`config.mk`:
```
export PLATFORM = sky130hd
export DESIGN_NAME = alu_sequencer_flat
export DESIGN_NICKNAME = d
export VERILOG_FILES = /design/src/rtl/alu_pkg.sv /design/src/rtl/alu_sequencer_if.sv /design/src/rtl/alu_sequencer_reg_file.sv /design/src/rtl/alu_sequencer.sv /design/src/flat_wrapper.sv
export SDC_FILE = /design/constraint.sdc
export NUM_CORES = 1
export LEC_CHECK = 0
export ABC_AREA = 1
export CAP_MARGIN = 20
export CORE_MARGIN = 2
export CORE_UTILIZATION = 50
export DETAILED_ROUTE_END_ITERATION = 10
export PLACE_DENSITY = 0.72
export SLEW_MARGIN = 0
export SYNTH_ARGS = -nofsm -noshare
export SYNTH_HDL_FRONTEND = slang
export SYNTH_SLANG_ARGS = --single-unit
```
`constraint.sdc`:
```
create_clock -name clk -period 2.3 [get_ports clk]
set_clock_uncertainty 0.05 [all_clocks]
set_input_delay 0.23 -clock clk [delete_from_list [all_inputs] [get_ports clk]]
set_output_delay 0.23 -clock clk [all_outputs]
set_load 0.05 [all_outputs]
```
`src/rtl/alu_pkg.sv`:
```
// Shared types and constants for the ALU sequencer: opcodes, ALU controls,
// flag bit positions and controller states.
package alu_pkg;
  typedef enum logic [2:0] {
    OP_ADD  = 3'b000,
    OP_SUB  = 3'b001,
    OP_AND  = 3'b010,
    OP_OR   = 3'b011,
    OP_ADDI = 3'b100
  } op_t;

  localparam logic [1:0] ALU_ADD = 2'b00;
  localparam logic [1:0] ALU_SUB = 2'b01;
  localparam logic [1:0] ALU_AND = 2'b10;
  localparam logic [1:0] ALU_OR  = 2'b11;

  localparam int FLG_N = 3;
  localparam int FLG_Z = 2;
  localparam int FLG_C = 1;
  localparam int FLG_V = 0;

  typedef enum logic [1:0] {
    S_IDLE = 2'd0,
    S_READ = 2'd1,
    S_EXEC = 2'd2,
    S_WB   = 2'd3
  } state_t;

  function automatic logic is_legal(input logic [2:0] op);
    return op <= OP_ADDI;
  endfunction
endpackage

```
`src/rtl/alu_sequencer_if.sv`:
```
// Instruction, ALU and debug signals between the sequencer and its neighbours.
interface alu_sequencer_if #(
  parameter int NREGS = 8,
  parameter int DW    = 8
);
  localparam int AW = $clog2(NREGS);

  logic          in_valid;
  logic          in_ready;
  logic [2:0]    in_op;
  logic [AW-1:0] in_rd;
  logic [AW-1:0] in_ra;
  logic [AW-1:0] in_rb;
  logic [DW-1:0] in_imm;
  logic [DW-1:0] alu_a;
  logic [DW-1:0] alu_b;
  logic [1:0]    alu_ctrl;
  logic [DW-1:0] alu_y;
  logic [3:0]    alu_flags;
  logic          done;
  logic          err;
  logic [DW-1:0] result;
  logic [3:0]    flags;
  logic [AW-1:0] dbg_addr;
  logic [DW-1:0] dbg_data;

  modport master (
    output in_valid, in_op, in_rd, in_ra, in_rb, in_imm, alu_y, alu_flags, dbg_addr,
    input  in_ready, alu_a, alu_b, alu_ctrl, done, err, result, flags, dbg_data
  );

  modport slave (
    input  in_valid, in_op, in_rd, in_ra, in_rb, in_imm, alu_y, alu_flags, dbg_addr,
    output in_ready, alu_a, alu_b, alu_ctrl, done, err, result, flags, dbg_data
  );
endinterface

```
`src/rtl/alu_sequencer_reg_file.sv`:
```
// NREGS x DW register file: two operand read ports, one debug read port,
// one synchronous write port, cleared asynchronously on reset.
module reg_file #(
  parameter int NREGS = 8,
  parameter int DW    = 8,
  parameter int AW    = $clog2(NREGS)
) (
  input  logic          clk,
  input  logic          reset_n,
  input  logic          we,
  input  logic [AW-1:0] waddr,
  input  logic [DW-1:0] wdata,
  input  logic [AW-1:0] raddr_a,
  output logic [DW-1:0] rdata_a,
  input  logic [AW-1:0] raddr_b,
  output logic [DW-1:0] rdata_b,
  input  logic [AW-1:0] raddr_d,
  output logic [DW-1:0] rdata_d
);
  logic [NREGS-1:0][DW-1:0] mem;

  always_ff @(posedge clk or negedge reset_n) begin
    if (!reset_n) mem <= '0;
    else if (we)  mem[waddr] <= wdata;
  end

  assign rdata_a = mem[raddr_a];
  assign rdata_b = mem[raddr_b];
  assign rdata_d = mem[raddr_d];
endmodule

```
`src/rtl/alu_sequencer.sv`:
```
// Four-state controller (IDLE/READ/EXEC/WB) that reads operands, drives the
// external ALU, captures its result and flags, and writes them back.
module alu_sequencer
  import alu_pkg::*;
#(
  parameter int NREGS = 8,
  parameter int DW    = 8
) (
  input logic            clk,
  input logic            reset_n,
  alu_sequencer_if.slave bus
);
  localparam int AW = $clog2(NREGS);

  state_t        state;
  logic [2:0]    op_q;
  logic [AW-1:0] rd_q, ra_q, rb_q;
  logic [DW-1:0] imm_q, y_q, result_q, alu_a_q, alu_b_q;
  logic [3:0]    flg_q, flags_q;
  logic [1:0]    ctrl_q;
  logic          ready_q, done_q, err_q;
  logic [DW-1:0] rdata_a, rdata_b, op_b;
  logic          legal, we;

  assign legal = is_legal(op_q);
  assign op_b  = (op_q == OP_ADDI) ? imm_q : rdata_b;
  assign we    = (state == S_WB) && legal;

  reg_file #(.NREGS(NREGS), .DW(DW), .AW(AW)) u_rf (
    .clk     (clk),
    .reset_n (reset_n),
    .we      (we),
    .waddr   (rd_q),
    .wdata   (y_q),
    .raddr_a (ra_q),
    .rdata_a (rdata_a),
    .raddr_b (rb_q),
    .rdata_b (rdata_b),
    .raddr_d (bus.dbg_addr),
    .rdata_d (bus.dbg_data)
  );

  always_ff @(posedge clk or negedge reset_n) begin
    if (!reset_n) begin
      state    <= S_IDLE;
      ready_q  <= 1'b1;
      done_q   <= 1'b0;
      err_q    <= 1'b0;
      op_q     <= '0;
      rd_q     <= '0;
      ra_q     <= '0;
      rb_q     <= '0;
      imm_q    <= '0;
      alu_a_q  <= '0;
      alu_b_q  <= '0;
      ctrl_q   <= ALU_ADD;
      y_q      <= '0;
      flg_q    <= '0;
      result_q <= '0;
      flags_q  <= '0;
    end else begin
      done_q <= 1'b0;
      err_q  <= 1'b0;
      case (state)
        S_IDLE: if (bus.in_valid) begin
          op_q    <= bus.in_op;
          rd_q    <= bus.in_rd;
          ra_q    <= bus.in_ra;
          rb_q    <= bus.in_rb;
          imm_q   <= bus.in_imm;
          ready_q <= 1'b0;
          state   <= S_READ;
        end
        S_READ: begin
          // addi (100) maps onto the add control through its low bits
          alu_a_q <= rdata_a;
          alu_b_q <= op_b;
          ctrl_q  <= op_q[1:0];
          state   <= S_EXEC;
        end
        S_EXEC: begin
          y_q    <= bus.alu_y;
          flg_q  <= bus.alu_flags;
          done_q <= legal;
          err_q  <= !legal;
          state  <= S_WB;
        end
        S_WB: begin
          if (legal) begin
            result_q <= y_q;
            flags_q  <= flg_q;
          end
          ready_q <= 1'b1;
          state   <= S_IDLE;
        end
        default: state <= S_IDLE;
      endcase
    end
  end

  assign bus.in_ready = ready_q;
  assign bus.alu_a    = alu_a_q;
  assign bus.alu_b    = alu_b_q;
  assign bus.alu_ctrl = ctrl_q;
  assign bus.done     = done_q;
  assign bus.err      = err_q;
  assign bus.result   = result_q;
  assign bus.flags    = flags_q;
endmodule
```
`src/flat_wrapper.sv`:
```
// flat-port wrapper written by rule: the top's interface ports become plain ports
module alu_sequencer_flat import alu_pkg::*;
#(
  parameter int NREGS = 8,
  parameter int DW    = 8
)
  (clk, reset_n, bus_in_valid, bus_in_op, bus_in_rd, bus_in_ra, bus_in_rb, bus_in_imm, bus_alu_y, bus_alu_flags, bus_dbg_addr, bus_in_ready, bus_alu_a, bus_alu_b, bus_alu_ctrl, bus_done, bus_err, bus_result, bus_flags, bus_dbg_data);
  alu_sequencer_if #(.NREGS(NREGS), .DW(DW)) bus_i ();
  input logic clk;
  input logic reset_n;
  input wire logic [$bits(bus_i.in_valid)-1:0] bus_in_valid;
  input wire logic [$bits(bus_i.in_op)-1:0] bus_in_op;
  input wire logic [$bits(bus_i.in_rd)-1:0] bus_in_rd;
  input wire logic [$bits(bus_i.in_ra)-1:0] bus_in_ra;
  input wire logic [$bits(bus_i.in_rb)-1:0] bus_in_rb;
  input wire logic [$bits(bus_i.in_imm)-1:0] bus_in_imm;
  input wire logic [$bits(bus_i.alu_y)-1:0] bus_alu_y;
  input wire logic [$bits(bus_i.alu_flags)-1:0] bus_alu_flags;
  input wire logic [$bits(bus_i.dbg_addr)-1:0] bus_dbg_addr;
  output wire logic [$bits(bus_i.in_ready)-1:0] bus_in_ready;
  output wire logic [$bits(bus_i.alu_a)-1:0] bus_alu_a;
  output wire logic [$bits(bus_i.alu_b)-1:0] bus_alu_b;
  output wire logic [$bits(bus_i.alu_ctrl)-1:0] bus_alu_ctrl;
  output wire logic [$bits(bus_i.done)-1:0] bus_done;
  output wire logic [$bits(bus_i.err)-1:0] bus_err;
  output wire logic [$bits(bus_i.result)-1:0] bus_result;
  output wire logic [$bits(bus_i.flags)-1:0] bus_flags;
  output wire logic [$bits(bus_i.dbg_data)-1:0] bus_dbg_data;
  assign bus_i.in_valid = bus_in_valid;
  assign bus_i.in_op = bus_in_op;
  assign bus_i.in_rd = bus_in_rd;
  assign bus_i.in_ra = bus_in_ra;
  assign bus_i.in_rb = bus_in_rb;
  assign bus_i.in_imm = bus_in_imm;
  assign bus_i.alu_y = bus_alu_y;
  assign bus_i.alu_flags = bus_alu_flags;
  assign bus_i.dbg_addr = bus_dbg_addr;
  assign bus_in_ready = bus_i.in_ready;
  assign bus_alu_a = bus_i.alu_a;
  assign bus_alu_b = bus_i.alu_b;
  assign bus_alu_ctrl = bus_i.alu_ctrl;
  assign bus_done = bus_i.done;
  assign bus_err = bus_i.err;
  assign bus_result = bus_i.result;
  assign bus_flags = bus_i.flags;
  assign bus_dbg_data = bus_i.dbg_data;
  alu_sequencer #(.NREGS(NREGS), .DW(DW)) u_core (.clk(clk), .reset_n(reset_n), .bus(bus_i));
endmodule
```
Word-level counts from Yosys, hierarchy flattened:

Index checks and enable logic that the tools add are counted.

* bits of input ports: 38
* word-level logic and storage cells: 59
* flip-flop bits (word level): 131

* mux-type cells: 16
* equality and inequality tests: 5
* magnitude comparators: 6
* reductions and logical operators: 8

Operator list (count)
* binary-select mux 8 bit (select 3 bit): 3
* bitwise mux 64 bit: 1
* 2-to-1 mux 8 bit: 5
* demux 8 bit (select 3 bit): 1
* < comparator 3 x 4 -> 1 bit, second input constant: 4
* one-hot mux 2 bit (4 select lines): 1
* AND reduction 2 bit: 3
* equality test 2 bit, second input constant: 2
* equality test 3 bit, second input constant: 1
* >= comparator 3 x 1 -> 1 bit, second input constant: 1
* less-or-equal comparator 3 bit, second input constant: 1
* 2-to-1 mux 1 bit: 3
* equality test 2 x 1 -> 1 bit, second input constant: 1
* logical AND 1 bit: 2
* zero test 2 bit: 1
* 2-to-1 mux 2 bit: 1
* != test 2 bit, second input constant: 1
* one-hot mux 1 bit (2 select lines): 1
* nonzero test 2 bit: 1
* zero test 1 bit: 1

Depth between registers and ports, before layout:

Gate-level depths: netlist (run 1).

* depth after elaboration: 5
* mapped depth: 9

Hierarchy:

From an unflattened synthesis (run 1), not the netlist that was laid out.

* cell total of the unflattened synthesis: 1058
* area total of the unflattened synthesis: 7214.4 um2

By module, submodules not included
* reg_file: area each 4413.0 um2, times used 1, seq. area each 1601.5 um2, cells each 739
* alu_sequencer: area each 2801.4 um2, times used 1, seq. area each 1677.9 um2, cells each 319

Worst setup path before layout (run 1):

Ideal clock, no wire load.

* kind: input port to output port
* start: input bus_dbg_addr[1]
* end: output bus_dbg_data[0]
* setup slack: 780 ps
* data required time: 2020 ps
* arrival: 1240 ps
* cell stages on the path: 6
* cells stage by stage: buf_2 > clkbuf_1 > o21ai_0 > o21ai_0 > nand2_1 > nand2_1

* longest elaborated chain between the ends: 2

Ends and longest elaborated chain
* start: declaration: line flat_wrapper.sv:19 `input wire logic [$bits(bus_i.dbg_addr)-1:0] bus_dbg_addr;`
* binary-select mux 8 bit (select 3 bit): line alu_sequencer_reg_file.sv:29 `assign rdata_d = mem[raddr_d];`
* 2-to-1 mux 8 bit (implied by the code): line alu_sequencer_reg_file.sv:29
* end: declaration: line flat_wrapper.sv:28 `output wire logic [$bits(bus_i.dbg_data)-1:0] bus_dbg_data;`

Every way passes these cells. The select of a mux whose other input is x is not followed.

Worst setup path after layout (run 1):

* start: input bus_dbg_addr[0]
* end: output bus_dbg_data[1]

The elaborated chain is that of the path after synthesis.

==> flow_metrics.env, run 1 <==
export IMPL_outcome="complete, no violations"
export IMPL_dr_pass1_iters=6
export IMPL_hold_viol=0
export IMPL_timing_final_crit_share_pct=90.8
export IMPL_max_slew_worst_pin_slew_ns=0.589
export IMPL_chipWidth_um=121
export IMPL_routed_wl_um=19100
export IMPL_ios=79
export IMPL_clk_pin_slew_worst_paths_ns=0.06
export IMPL_grt_use_total_pct=27.6
export IMPL_crit_required_ns=2.02
export IMPL_synthCells=876
export IMPL_antenna_found_initial=0
export IMPL_syn_area_per_cell_um2=7.84
export IMPL_pre_cts_slack_ns=0.237
export IMPL_setup_violations=0
export IMPL_ir_drop_mv=0.905
export IMPL_critPathKind="input port to primary output"
export IMPL_cts_sink_count=131
export IMPL_power_density_nw_per_um2=1620
export IMPL_max_clock_freq_mhz=479
export IMPL_grt_pass1_vias=6007
export IMPL_dpl_hpwl_um=12700
export IMPL_rows=42
export IMPL_slew_headroom_pct=60.7
export IMPL_setup_tns_ns=0
export IMPL_syn_area_um2=6870
export IMPL_synthDistinctLibCells=29
export IMPL_fin_ws_ns=0.212
export IMPL_grt_overflow_total=0
export IMPL_drv_cap=0
export IMPL_setup_worst_path_end_class="primary output"
export IMPL_seq_area_frac_synth_pct=47.7
export IMPL_crit_fanout=15
export IMPL_r2r_start="u_core.state[0]$_DFFE_PN0P_"
export IMPL_start_kind="input port"
export IMPL_yosys_warnings=0
export IMPL_rr_worst_depth=6
export IMPL_finalNetCount=980
export IMPL_die_area_um2=14700
export IMPL_grt_max_degree=65
export IMPL_worstHoldPathType="input port to asynchronous set/reset pin"
export IMPL_gp_congestion=0.879
export IMPL_cts_tree="done"
export IMPL_rsz0062_at_grt="false"
export IMPL_worstReg2RegEnd="u_core.u_rf.mem[56]$_DFFE_PN0P_"
export IMPL_drive_above_1_share_pct=9.68
export IMPL_areaGrowthSynthToFinish_pct=23.2
export IMPL_drc_errors=0
export IMPL_coreArea_um2=13300
export IMPL_cts_buffer_depth=2
export IMPL_ant_nets=0
export IMPL_post_cts_buffers=0
export IMPL_antenna_cells=0
export IMPL_arrival_ns=1.81
export IMPL_portBuffers=78
export IMPL_p_leak_nw=3.91
export IMPL_cts_made_buffers=17
export IMPL_postCtsHoldBufs=1
export IMPL_start_util_pct=51.5
export IMPL_drt_iter0_drc=812
export IMPL_h_tree_depth=4
export IMPL_clock_latency_ns=0.42
export IMPL_whs_ns=0.222
export IMPL_synth_seq_cells=131
export IMPL_chipHeight_um=121
export IMPL_post_route_util_pct=63.4
export IMPL_vias=6280
export IMPL_viasPerCell=5.58
export IMPL_syn_nets=918
export IMPL_grt_pass1_wl_um=31100
export IMPL_maxSlewViolCount=0
export IMPL_min_period_ns=2.09
export IMPL_post_cts_resized=0
export IMPL_reg2reg_slack_ns=0.47
export IMPL_wl_per_cell_um=17.0
export IMPL_root_buffer="clkbuf_16"
-- registers in the layout, indices dropped and copies added (netlist names), 2 cells and up --
| name | count |
|---|---|
| u_core.u_rf.mem | 64 |
| u_core.bus.alu_a | 8 |
| u_core.bus.alu_b | 8 |
| u_core.bus.result | 8 |
| u_core.imm_q | 8 |
| u_core.y_q | 8 |
| u_core.bus.flags | 4 |
| u_core.flg_q | 4 |
| u_core.op_q | 3 |
| u_core.ra_q | 3 |
| u_core.rb_q | 3 |
| u_core.rd_q | 3 |
| u_core.bus.alu_ctrl | 2 |
| u_core.state | 2 |
-- layer usage --
| layer | track usage [%] | wire length, um |
|---|---|---|
| met5 | 0 | 0 |
| met1 | 37.3 | 8120 |
| met4 | 11.8 | 663 |
| met2 | 43.3 | 9060 |
| met3 | 5.92 | 1290 |
-- power breakdown --
group          switching, mW  total (mW)  internal (mW)
Sequential             0.956        4.35           3.39
Clock                   1.03        2.82           1.79
Combinational           4.33        6.51           2.18
Total                   6.32        13.7           7.36
-- worst max-delay path, stage by stage --
cell	delay (ns)
clkdlybuf4s50_1	0.42
inv_1	0.34
buf_4	0.24
nor2_1	0.05
o21ai_0	0.18
nand2_1	0.07
nand2_1	0.12
buf_12	0.15
-- synthesized netlist by cell type (all sizes together) --
| cell | instances | share of area, % |
|---|---|---|
| or2 | 5 | 0.46 |
| dfrtp | 130 | 47 |
| nand2 | 269 | 15 |
| o21ai | 156 | 12 |
| o21a | 3 | 0.33 |
| clkbuf | 31 | 1.7 |
| buf | 22 | 2.2 |
| clkinv | 2 | 0.11 |
| ha | 4 | 0.73 |
| dfstp | 1 | 0.38 |
| nor3 | 1 | 0.073 |
| a21oi | 42 | 3.1 |
| a22oi | 1 | 0.11 |
| inv | 73 | 4.0 |
| nor2 | 25 | 1.7 |
| nand3 | 85 | 6.2 |
| nand4 | 8 | 2.5 |
| o211ai | 16 | 1.7 |
| bufinv | 2 | 0.51 |
-- cell usage in the layout (no fill, tap or decap), types with 3 or more instances in the layout --
cell,instances
o21ai_1,52
inv_1,71
dfrtp_1,130
nor2_1,22
ha_1,4
clkdlybuf4s50_1,69
o21a_1,3
bufinv_16,3
o211ai_1,16
or2_2,5
clkbuf_8,3
buf_4,15
o21ai_0,92
buf_12,10
clkbuf_16,17
nand2_1,267
o21ai_2,12
nand4_4,8
a21oi_1,42
nand3_1,85
-- kinds of logic (layout without fill, tap and decap cells) --
group	Yosys count	in the layout	share of synthesized area, %
fa+ha+maj	4	4	0.729
simple gates	393	393	25.7
flops	131	131	47.7
buf+inv	130	204	8.54
compound gates	218	218	17.3
-- worst max-delay path by stage --
stage                               start               to  cells after the start  slack (ns)
after global routing      bus_dbg_addr[0]  bus_dbg_data[0]                      8        0.08
after detailed placement  bus_dbg_addr[0]  bus_dbg_data[1]                      8        0.24
after global placement    bus_dbg_addr[0]  bus_dbg_data[0]                      8        0.31
after CTS                 bus_dbg_addr[0]  bus_dbg_data[1]                      8        0.24
final                     bus_dbg_addr[0]  bus_dbg_data[1]                      8        0.21
after floorplan           bus_dbg_addr[1]  bus_dbg_data[0]                      6        0.78
-- cell type report --
type                            count  area, um2
Clock buffer                       20        467
Sequential cell                   131       3280
Fill cell                        1181       4890
Tap cell                          176        220
Clock inverter                     11        150
Multi-Input combinational cell    615       3000
Timing Repair Buffer               96       1020
Inverter                           77        317
-- metrics by stage --
stage          std cells  power, mW  cell area (um2)
3_3_place_gp        1094       10.6             7830
3_5_place_dp        1094       10.8             7830
2_1_floorplan        876       8.70             6870
5_1_grt             1126       14.6             8460
4_1_cts             1126       13.7             8460
6_report            1126       13.7             8460
Note: power is estimated with default switching activity, not from simulation.
==> inputs of run 2 (changes only) <==
--- a/config.mk
+++ b/config.mk
@@ -6,9 +6,10 @@
 export NUM_CORES = 1
 export LEC_CHECK = 0
 export ABC_AREA = 1
-export CAP_MARGIN = 20
+export CAP_MARGIN = 25
 export CORE_MARGIN = 2
 export CORE_UTILIZATION = 50
+export CTS_CLUSTER_SIZE = 30
 export DETAILED_ROUTE_END_ITERATION = 10
 export PLACE_DENSITY = 0.72
 export SLEW_MARGIN = 0
==> results of run 2 <==
Same layout as run 1: the final DEF is identical, and so are final timing and power.
==> inputs of run 3 (changes only) <==
--- a/config.mk
+++ b/config.mk
@@ -15,4 +15,5 @@
 export SLEW_MARGIN = 0
 export SYNTH_ARGS = -nofsm -noshare
 export SYNTH_HDL_FRONTEND = slang
+export SYNTH_HIERARCHICAL = 1
 export SYNTH_SLANG_ARGS = --single-unit
==> run 3 against run 2 <==
Against the previous run: via count grew 13%; worst setup slack better by 0.025 ns; core utilization down 0.63 points; critical path type is now flop to flop.
==> flow_metrics.env, run 3 <==
export IMPL_outcome="complete, no violations"
export IMPL_synthCells=1058
export IMPL_crit_required_ns=2.55
export IMPL_synthTopCellsByArea="dfrtp_1, nand2_1, nand3_1"
export IMPL_grt_pass1_vias=6403
export IMPL_yosys_warnings=6
export IMPL_timing_final_crit_share_pct=89.7
export IMPL_setup_violations=0
export IMPL_synthDistinctLibCells=23
export IMPL_worstHoldPathType="input port to asynchronous set/reset pin"
export IMPL_clock_latency_ns=0.41
export IMPL_grt_pass1_wl_um=35400
export IMPL_max_stage_delay_ns=0.46
export IMPL_dr_pass1_iters=5
export IMPL_ant_nets=0
export IMPL_syn_area_um2=7210
export IMPL_routed_wl_um=22200
export IMPL_mostFrequentLayoutCells="nand2_1, dfrtp_1, nand3_1"
export IMPL_antenna_found_initial=0
export IMPL_drt_iter0_drc=990
export IMPL_regMostFlops="u_core/u_rf/mem"
export IMPL_maxSlewViolCount=0
export IMPL_antenna_cells=0
export IMPL_cts_buffer_depth=2
export IMPL_rows=43
export IMPL_areaGrowthSynthToFinish_pct=21.7
export IMPL_arrival_ns=2.32
export IMPL_crit_fanout=16
export IMPL_synthArstFlopShare_pct=100
export IMPL_ios=79
export IMPL_vias=7087
export IMPL_grt_overflow_total=0
export IMPL_cts_sink_count=131
export IMPL_grt_use_total_pct=30.9
export IMPL_critPathKind="flop to flop"
export IMPL_rsz0062_at_grt="false"
export IMPL_cpMaxStageDelayCell="dfrtp_1"
export IMPL_slew_headroom_pct=56.8
export IMPL_yosysMostFrequentCell="nand2_1"
export IMPL_start_util_pct=51.6
export IMPL_drive_above_1_share_pct=6.00
export IMPL_cts_made_buffers=17
export IMPL_setup_tns_ns=0
export IMPL_syn_area_per_cell_um2=6.82
export IMPL_netlist_area_leader_share_pct=45.1
export IMPL_post_cts_resized=0
export IMPL_syn_nets=1102
export IMPL_largest_register_ffs=64
export IMPL_synth_common_cells="nand2_1, dfrtp_1, nand3_1, inv_1, o21ai_0"
export IMPL_synth_edf_count=0
export IMPL_path_cells="o21ai_4 -> nand2_4 -> inv_1 -> inv_1 -> nor2_2 -> nand2_1 -> o21ai_0"
export IMPL_power_density_nw_per_um2=1570
export IMPL_die_area_um2=15400
export IMPL_final_common_cell="nand2_1"
export IMPL_post_route_util_pct=62.8
export IMPL_p_leak_nw=4.80
export IMPL_cts_tree="done"
export IMPL_drv_cap=0
export IMPL_synth_top_cell_by_area="dfrtp_1"
export IMPL_synth_seq_cells=131
export IMPL_gp_congestion=1.00
export IMPL_chipWidth_um=124
export IMPL_coreArea_um2=14000
export IMPL_path_buf_inv=2
export IMPL_dpl_hpwl_um=15700
export IMPL_wl_per_cell_um=16.9
export IMPL_ir_drop_mv=0.983
export IMPL_hold_viol=0
export IMPL_synth_flop_cell="dfrtp_1"
export IMPL_start_kind="flop"
export IMPL_viasPerCell=5.39
export IMPL_crit_top_cell="inv_1"
export IMPL_h_tree_depth=4
export IMPL_drc_errors=0
export IMPL_root_buffer="clkbuf_16"
export IMPL_clk_pin_slew_worst_paths_ns=0.06
export IMPL_chipHeight_um=124
export IMPL_critical_path_top_delay_family="simple AND/OR/NAND/NOR gates"
export IMPL_grt_max_degree=61
export IMPL_seq_area_frac_synth_pct=45.5
export IMPL_setup_worst_path_end_class="flop"
export IMPL_whs_ns=0.264
export IMPL_min_period_ns=2.06
export IMPL_finalNetCount=1166
export IMPL_portBuffers=78
export IMPL_max_clock_freq_mhz=485
export IMPL_max_slew_worst_pin_slew_ns=0.647
==> run 3: cell count changes in the layout (fill, tap and decap cells not counted), sizes merged, moves of 5 or more <==
cell | before | now
inv | 75 | 111
nand2 | 269 | 545
a21oi | 42 | 1
nor2 | 25 | 9
or2 | 5 | 0
nand4 | 8 | 0
nand3 | 85 | 125
o21ai | 156 | 76
o211ai | 16 | 0
==> run 3: power breakdown <==
part | switching, mW | internal [mW] | total (mW)
logic | 4.90 | 2.16 | 7.06
registers | 0.694 | 3.29 | 3.99
clock network | 1.01 | 1.68 | 2.69
==> run 3: layout make-up <==
class | count | area (um2)
Fill cell | 1309 | 5210
Sequential cell | 131 | 3280
Multi-Input combinational cell | 764 | 3230
Timing Repair Buffer | 99 | 1040
Clock buffer | 21 | 470
Inverter | 109 | 409
Tap cell | 180 | 225
Clock inverter | 10 | 123
==> run 3: worst paths after layout <==
path | from | endpoint | slack, ns | cells past startpoint
setup / recovery | u_core/op_q[1]$_DFFE_PN0P_ | u_core/u_rf/mem[33]$_DFFE_PN0P_ | 0.24 | 7
hold / removal | reset_n | u_core/u_rf/mem[31]$_DFFE_PN0P_ | 0.26 | 2
setup reg to reg | u_core/op_q[1]$_DFFE_PN0P_ | u_core/u_rf/mem[33]$_DFFE_PN0P_ | 0.24 | 7
hold reg to reg | u_core/bus.alu_a[4]$_DFFE_PN0N_ | u_core/bus.alu_a[4]$_DFFE_PN0N_ | 0.42 | 2
max in group asynchronous | reset_n | u_core/bus.alu_a[6]$_DFFE_PN0N_ | 1.23 | 3
min in group clk | bus_in_rd[2] | u_core/rd_q[2]$_DFFE_PN0P_ | 0.30 | 3
==> run 3: metal layers <==
metal | vias to the layer above | global-route usage [%] | part of all wire, % | wire [um]
met5 | - | 0 | 0 | 0
met4 | 0 | 13.6 | 3.7 | 827
met3 | 53 | 5.59 | 8.3 | 1830
met2 | 361 | 42.9 | 44 | 9690
met1 | 3292 | 46.7 | 44 | 9840
li1 | 3381 | - | - | -
==> run 3: logic make-up (layout without fill, tap and decap cells) <==
logic type | after synthesis | count (layout) | synth area share (%)
buffers and inverters | 163 | 239 | 9.80
AO/OA/AOI/OAI | 78 | 78 | 5.60
AND/OR/NAND/NOR | 680 | 680 | 38.1
flip-flops | 131 | 131 | 45.5
adder cells (fa/ha/maj) | 6 | 6 | 1.04
==> run 3: what timing repair did <==
action	4_1_cts	5_1_grt
setup buffers	0	0
hold buffers	1	0
endpoints found under the setup margin	0	0
hold endpoints to repair	32	0
==> run 3: stage by stage <==
| stage | total power [mW] | instance area (um2) | setup WS, ns | instances |
|---|---|---|---|---|
| final | 13.7 | 8780 | 0.237 | 1314 |
| after detailed placement | 10.9 | 8180 | 0.378 | 1282 |
| after global routing | 14.8 | 8780 | 0.0790 | 1314 |
| after global placement | 10.8 | 8180 | 0.377 | 1282 |
| after floorplan | 8.65 | 7210 | 0.549 | 1058 |
| after CTS | 13.7 | 8780 | 0.252 | 1314 |
==> run 3: worst reg2reg max path: stages, from the launching register on <==
cell	delay, ns
dfrtp_1	0.46
o21ai_4	0.23
nand2_4	0.14
inv_1	0.13
inv_1	0.08
nor2_2	0.15
nand2_1	0.37
o21ai_0	0.35
